### src/rtl/stall_ctrl.sv
`default_nettype none
// ============================================================================
// Module   : stall_ctrl
// Purpose  : Pipeline stall/flush controller for jumps, load-use hazards and
//            data-memory wait states. Optional perf counters: STALL_PERF_CNT_EN.
// Revision : 1.0 - initial release
// ============================================================================
module stall_ctrl #(
    parameter int JUMP_BUBBLES = 2,
    parameter int MEM_TIMEOUT  = 15
) (
    input  logic        clk,
    input  logic        rst_n,
    input  logic        jump_req,
    input  logic [31:0] jump_target,
    input  logic        load_use_req,
    input  logic        mem_busy,
    output logic        if_stall,
    output logic        ifid_hold,
    output logic        ifid_flush,
    output logic        idex_flush,
    output logic        pc_redirect,
    output logic [31:0] pc_target,
    output logic        mem_timeout,
    output logic [1:0]  state_o
`ifdef STALL_PERF_CNT_EN
    ,
    output logic [31:0] jump_stall_cnt,
    output logic [31:0] mem_stall_cnt
`endif
);

    typedef enum logic [1:0] {
        ST_RUN   = 2'd0,
        ST_FLUSH = 2'd1,
        ST_MEMW  = 2'd2,
        ST_LDUSE = 2'd3
    } state_t;

    localparam logic [2:0] C_BUB_RELOAD = 3'(JUMP_BUBBLES - 1);
    localparam state_t     C_JUMP_NEXT  = (JUMP_BUBBLES > 1) ? ST_FLUSH : ST_RUN;
    localparam logic [7:0] C_TIMEOUT    = 8'(MEM_TIMEOUT);

    state_t      r_state;
    logic [2:0]  r_bub_cnt;
    logic        r_pend_valid;
    logic [31:0] r_pend_target;
    logic [7:0]  r_busy_cnt;
    logic        r_timeout;

    state_t      w_next_state;
    logic [2:0]  w_next_bub;
    logic        w_next_pend_valid;
    logic [31:0] w_next_pend_target;
    logic [7:0]  w_next_busy;
    logic        w_if_stall;
    logic        w_ifid_hold;
    logic        w_ifid_flush;
    logic        w_idex_flush;
    logic        w_redirect;
    logic [31:0] w_target;

    always_comb begin
        w_next_state       = r_state;
        w_next_bub         = r_bub_cnt;
        w_next_pend_valid  = r_pend_valid;
        w_next_pend_target = r_pend_target;
        w_if_stall         = 1'b0;
        w_ifid_hold        = 1'b0;
        w_ifid_flush       = 1'b0;
        w_idex_flush       = 1'b0;
        w_redirect         = 1'b0;
        w_target           = 32'd0;

        if (mem_busy) begin
            // Everything freezes; a jump resolved now is parked until memory frees up.
            w_if_stall   = 1'b1;
            w_ifid_hold  = 1'b1;
            w_next_state = ST_MEMW;
            if (jump_req) begin
                w_next_pend_valid  = 1'b1;
                w_next_pend_target = jump_target;
            end
        end else if (jump_req || r_pend_valid) begin
            w_redirect        = 1'b1;
            w_target          = jump_req ? jump_target : r_pend_target;
            w_ifid_flush      = 1'b1;
            w_idex_flush      = 1'b1;
            w_next_bub        = C_BUB_RELOAD;
            w_next_state      = C_JUMP_NEXT;
            w_next_pend_valid = 1'b0;
        end else if (r_bub_cnt != 3'd0) begin
            // Remaining bubbles of a jump, possibly resumed after a memory wait.
            w_ifid_flush = 1'b1;
            w_next_bub   = r_bub_cnt - 3'd1;
            w_next_state = (r_bub_cnt == 3'd1) ? ST_RUN : ST_FLUSH;
        end else if (r_state == ST_LDUSE) begin
            w_next_state = ST_RUN;
        end else if (load_use_req) begin
            w_if_stall   = 1'b1;
            w_ifid_hold  = 1'b1;
            w_idex_flush = 1'b1;
            w_next_state = ST_LDUSE;
        end else begin
            w_next_state = ST_RUN;
        end
    end

    always_comb begin
        w_next_busy = 8'd0;
        if (mem_busy) begin
            w_next_busy = (r_busy_cnt == 8'hFF) ? 8'hFF : r_busy_cnt + 8'd1;
        end
    end

    always_ff @(posedge clk or negedge rst_n) begin
        if (!rst_n) begin
            r_state       <= ST_RUN;
            r_bub_cnt     <= 3'd0;
            r_pend_valid  <= 1'b0;
            r_pend_target <= 32'd0;
            r_busy_cnt    <= 8'd0;
            r_timeout     <= 1'b0;
        end else begin
            r_state       <= w_next_state;
            r_bub_cnt     <= w_next_bub;
            r_pend_valid  <= w_next_pend_valid;
            r_pend_target <= w_next_pend_target;
            r_busy_cnt    <= w_next_busy;
            r_timeout     <= r_timeout | (w_next_busy >= C_TIMEOUT);
        end
    end

    // Outputs are forced low while reset is held, even with live inputs.
    assign if_stall    = rst_n & w_if_stall;
    assign ifid_hold   = rst_n & w_ifid_hold;
    assign ifid_flush  = rst_n & w_ifid_flush;
    assign idex_flush  = rst_n & w_idex_flush;
    assign pc_redirect = rst_n & w_redirect;
    assign pc_target   = rst_n ? w_target : 32'd0;
    assign mem_timeout = r_timeout;
    assign state_o     = r_state;

`ifdef STALL_PERF_CNT_EN
    logic [31:0] r_jump_stall_cnt;
    logic [31:0] r_mem_stall_cnt;

    always_ff @(posedge clk or negedge rst_n) begin
        if (!rst_n) begin
            r_jump_stall_cnt <= 32'd0;
            r_mem_stall_cnt  <= 32'd0;
        end else begin
            r_jump_stall_cnt <= r_jump_stall_cnt + {31'd0, w_ifid_flush};
            r_mem_stall_cnt  <= r_mem_stall_cnt + {31'd0, mem_busy};
        end
    end

    assign jump_stall_cnt = r_jump_stall_cnt;
    assign mem_stall_cnt  = r_mem_stall_cnt;
`endif

endmodule
`default_nettype wire
### config.mk
export PLATFORM = sky130hd
export DESIGN_NAME = stall_ctrl
export DESIGN_NICKNAME = d
export VERILOG_FILES = /design/src/rtl/stall_ctrl.sv
export SDC_FILE = /design/constraint.sdc
export NUM_CORES = 1
export LEC_CHECK = 0
export ABC_AREA = 1
export CAP_MARGIN = 10
export CORE_UTILIZATION = 47
export CTS_CLUSTER_DIAMETER = 100
export DETAILED_ROUTE_END_ITERATION = 8
export PLACE_DENSITY = 0.79
export RECOVER_POWER = 25
export REMOVE_ABC_BUFFERS = 1
export SLEW_MARGIN = 40
export SYNTH_ARGS = -nofsm -noshare
export SYNTH_HDL_FRONTEND = slang
export SYNTH_SLANG_ARGS = --single-unit
### constraint.sdc
create_clock -name clk -period 2.4 [get_ports clk]
set_input_delay 0.72 -clock clk [delete_from_list [all_inputs] [get_ports clk]]
set_output_delay 0.72 -clock clk [all_outputs]
set_load 0.01 [all_outputs]
**Word level (Yosys, flattened, before mapping)**

Index checks and enable logic that the tools add are counted.

- Bits in registers: 47
- Input bits: 37
- Output and inout bits: 40

- Add/subtract/negate cells: 2
- $lt $le $gt $ge: 1
- Eq/ne operators: 4
- Mux-type cells: 29
- Bitwise operators: 6
- Reduce and logical (&&, ||, !) cells: 6

Operator list:

| kind | count |
|---|---|
| two-way mux 32 bit | 4 |
| two-way mux 1 bit | 16 |
| two-way mux 8 bit | 2 |
| two-way mux 2 bit | 5 |
| adder 8 x 1 -> 8 bit (second input constant) | 1 |
| equality test 8 bit (second input constant) | 1 |
| greater-or-equal comparator 8 x 4 -> 1 bit (second input constant) | 1 |
| two-way mux 3 bit | 2 |
| AND 1 bit | 4 |
| AND reduction 2 bit | 2 |
| nonzero test 2 bit | 2 |
| equality test 3 x 1 -> 1 bit (second input constant) | 1 |
| nonzero test 3 bit | 1 |
| subtractor 3 x 1 -> 3 bit (second input constant) | 1 |
| equality test 2 bit (second input constant) | 1 |
| != test 2 bit (second input constant) | 1 |
| logical OR 1 bit | 1 |
| inverter 1 bit | 1 |
| bitwise OR 1 bit | 1 |

**Longest topological paths before layout**

- Depth after elaboration: 6
- Depth in mapped cells: 9

**Worst setup path after synthesis**

Ideal clock, no wire load.

- Path kind: input port to output port
- From: input jump_req
- To: output pc_target[10]
- Data arrival time: 1.524 ns
- Slack: 0.156 ns
- Stages: 6
- Path through: buf_4 -> nor2_8 -> nor2_2 -> inv_2 -> buf_2 -> nor2_1

- Longest elaborated chain between the ends: 4
- Elaborated cells on any way between the ends: 5

Ends and longest elaborated chain:

| item | RTL line | source |
|---|---|---|
| start: declaration | 14 | `input logic jump_req,` |
| two-way mux 32 bit or logical OR 1 bit (tied branches) | n/a |  |
| two-way mux 32 bit * | 84 | `end else if (jump_req \|\| r_pend_valid) begin` |
| two-way mux 32 bit * | 75 | `if (mem_busy) begin` |
| two-way mux 32 bit * | 140 | `assign pc_target = rst_n ? w_target : 32'd0;` |
| end: declaration | 23 | `output logic [31:0] pc_target,` |

Mark *: on every way between the ends. The rest lies on a longest branch, timed or not.

**Final worst setup path**

- From: input rst_n
- To: output pc_target[0]

- Longest elaborated chain between the ends: 1

Ends and longest elaborated chain:

| item | RTL line | source |
|---|---|---|
| start: declaration | 13 | `input logic rst_n,` |
| two-way mux 32 bit | 140 |  |

No other way between the ends.

==> flow_summary.ini <==
[run_status]
outcome = completed

[detailed_routing]
wl_per_cell_um = 14.1
ant_nets = 0
drt_iter0_drc = 112
drt-vias-per-instance = 4.99
first_pass_iters = 4
wl_um = 6470
via_count = 2285
route.detailed.drc = 0

[critical_path]
r2r_cells = 11
reg2reg_slack_ns = 0.83
path_buf_inv = 6
crit_arrival_ns = 1.64
cp_top_family = buffers and inverters
worstReg2RegStart = r_bub_cnt[0]$_DFFE_PN0P_
timing.rr.end = r_bub_cnt[0]$_DFFE_PN0P_
end_kind = output port
path_class = in2out
cpPeakStageDelay_ns = 0.20
worst_setup_path_start_kind = input port
path_cells = buf_2, inv_2, nor2_2, inv_2, nor2_4, buf_12, inv_12, nor2_2, buf_2
crit_slowest_cell = buf_12
cp_max_fo = 8
worstSetupPathDepth = 9
worstPathRequired_ns = 1.68
cp-startpoint = rst_n
crit_path_end = pc_target[0]

[timing]
rsz0062_at_grt = yes
min_period_over_period_pct = 98.3
worstMarginPinSlew_ns = 0.430
timing.fmax_ghz = 0.424
slew_headroom_pct = 71.3
drv_slew = 0
setup_viol = 0
hold_violations = 0
skew_ns = 0.0131
fin_ws_ns = 0.0417
finalCriticalPeriod_ns = 2.36

[placement]
port_buffers = 76
place_ws_ns = -0.763
placed_cell_area_mm2 = 0.00340
gp_congestion = 0.778
hpwl_um = 3980

[clock_tree]
cts_tree = yes
numCtsBuffers = 5
clk_latency_ns = 0.30
clkSinkCount = 47
root_buffer = clkbuf_8
clockBufferDepth = 2
holdBufCountCts = 0
cts-htree-levels = 2
clk_pin_slew_worst_paths_ns = 0.09

[logic_synthesis]
synthArstFlopShare_pct = 100
synth_top_cell_by_area = dfrtp_1
ys_seq_area_share_pct = 47.5
synth_top_area_share_pct = 47.5
syn_avg_cell_area_um2 = 8.56
synth_area_leaders = dfrtp_1 (48%), mux2i_1 (13%), nand2_1 (9.1%)
synthCells = 289
synth_ff_type = dfrtp_1
synth_area_mm2 = 0.00247
yosysWarnings = 0
ys_ff_latch = 47
yosysUniqueCellTypes = 25
synth_edf_count = 0

[pwr]
irDropWorstVdd_mv = 0.348
seqPwrFrac_pct = 46.7
switching_power_mw = 0.640
p_leak_nw = 1.75
pwr-share-clk_pct = 22.6
p_per_area_mw_per_mm2 = 576
switching_share_pct = 31.0
power_frac_comb_pct = 30.7
intPower_mw = 1.42

[final_layout]
antenna_cells = 0
layout-drive-gt1-share_pct = 33.2
fillers = 417
final_nets = 428
fin_area_mm2 = 0.00358
area_delta_synth_final_pct = 44.5

[floorplanning]
die-width_um = 74.6
start_util_pct = 48.8
die-area_mm2 = 0.00556
rows = 26
die_h_um = 74.6
ios = 77
core_area_mm2 = 0.00507

[global_route]
antenna_found_initial = 0
grt_pass1_vias = 2223
grt_pass1_wl_um = 10700
grt_max_degree = 49
grt_usage_pct = 25.8
gr-total-overflow = 0

[run]
drv_cap = 0

[min_path]
hp-class = in2async
==> final cells by class <==
cell class / instances / area (um2) / share of cell area (%)
multi-input cells: 203 / 1280 / 35.7
flip-flops and latches: 47 / 1180 / 32.9
repair buffers: 103 / 800 / 22.4
inverters: 24 / 106 / 2.97
well taps: 70 / 87.6 / 2.45
clock buffers: 7 / 76.3 / 2.13
repair inverters: 3 / 48.8 / 1.36
clock inverters: 1 / 5.00 / 0.140
==> per-layer routing <==
metal	GRT usage (%)	part of all wire, %	routed length (um)	up-vias
li1	-	-	-	1123
met1	35.7	46	2970	1076
met2	38.7	46	3000	78
met3	8.13	6.6	426	8
met4	7.97	1.2	80	0
met5	0	0	0	-
==> kinds of logic after synthesis <==
kind of cell	after synthesis	synth area share, %
adder cells (fa/ha/maj)	4	2.02
flip-flops	47	47.5
multiplexers	32	12.9
AO/OA/AOI/OAI	44	9.05
AND/OR/NAND/NOR	122	21.2
XOR/XNOR	1	0.354
buffers and inverters	39	6.93
==> layout by cell type (no fill, tap or decap), types with 2 or more instances in the layout <==
master / count
clkdlybuf4s50_1: 35
nand2_1: 60
ha_4: 2
inv_1: 15
ha_1: 2
buf_2: 38
clkbuf_8: 5
buf_4: 22
mux2i_2: 8
nand3_1: 9
a21oi_1: 6
o21ai_0: 25
o21ai_1: 10
dlygate4sd2_1: 2
mux2i_1: 23
inv_2: 7
inv_12: 3
dfrtp_1: 47
nor2_4: 4
nor2_2: 26
nor2_1: 17
buf_6: 5
clkbuf_1: 2
==> per-stage QoR <==
stage	hold WS [ns]	instances	power, mW	util, %	TNS, ns
CTS	0.463	457	1.97	68.6	-0.118
global route	0.503	458	2.18	70.5	-0.0487
finish	0.458	458	2.06	70.5	0
detailed placement	0.472	443	1.50	67.1	-26.01
global placement	0.466	443	1.47	67.1	-25.25
floorplan	0.424	274	1.20	-	0
==> flip-flops by register name, summed over array words and instances, names as in the netlist <==
name	cells
mem_timeout	1
r_bub_cnt	3
r_busy_cnt	8
r_pend_target	32
state_o	2
r_pend_valid	1
==> power groups by stage <==
stage	sequential [mW]	clock, mW	combinational [mW]
after floorplan	0.956	0	0.244
after global placement	0.959	0	0.515
after detailed placement	0.965	0	0.532
after CTS	0.951	0.469	0.553
after global routing	0.973	0.503	0.708
final	0.962	0.465	0.634
==> cells in the mapped netlist (3+ instances only) <==
cell / number
ha_1: 4
mux2i_1: 32
inv_1: 18
buf_2: 5
a21oi_1: 6
dfrtp_1: 47
o21ai_1: 11
buf_4: 5
clkbuf_1: 5
nor2_2: 3
nand3_1: 10
o21ai_0: 25
inv_2: 5
nor2_1: 42
nand2_1: 60
==> worst min-delay path by stage <==
stage	end	slack, ns	cells past startpoint
global route	r_bub_cnt[0]$_DFFE_PN0P_	0.50	2
floorplan	mem_timeout$_DFF_PN0_	0.42	0
detailed placement	r_pend_target[19]$_DFFE_PN0P_	0.47	2
global placement	r_pend_target[21]$_DFFE_PN0P_	0.47	2
finish	r_pend_target[8]$_DFFE_PN0P_	0.46	2
CTS	r_pend_target[8]$_DFFE_PN0P_	0.46	2
==> repair_timing <==
| item | 4_1_cts | 5_1_grt |
|---|---|---|
| endpoints found under the setup margin | 37 | 37 |
| setup buffers | 3 | 1 |
| gates resized for setup | 187 | 28 |
| pin swaps | 5 | 4 |
| gates cloned | 3 | 0 |
Power figures use the tool's default switching activity.
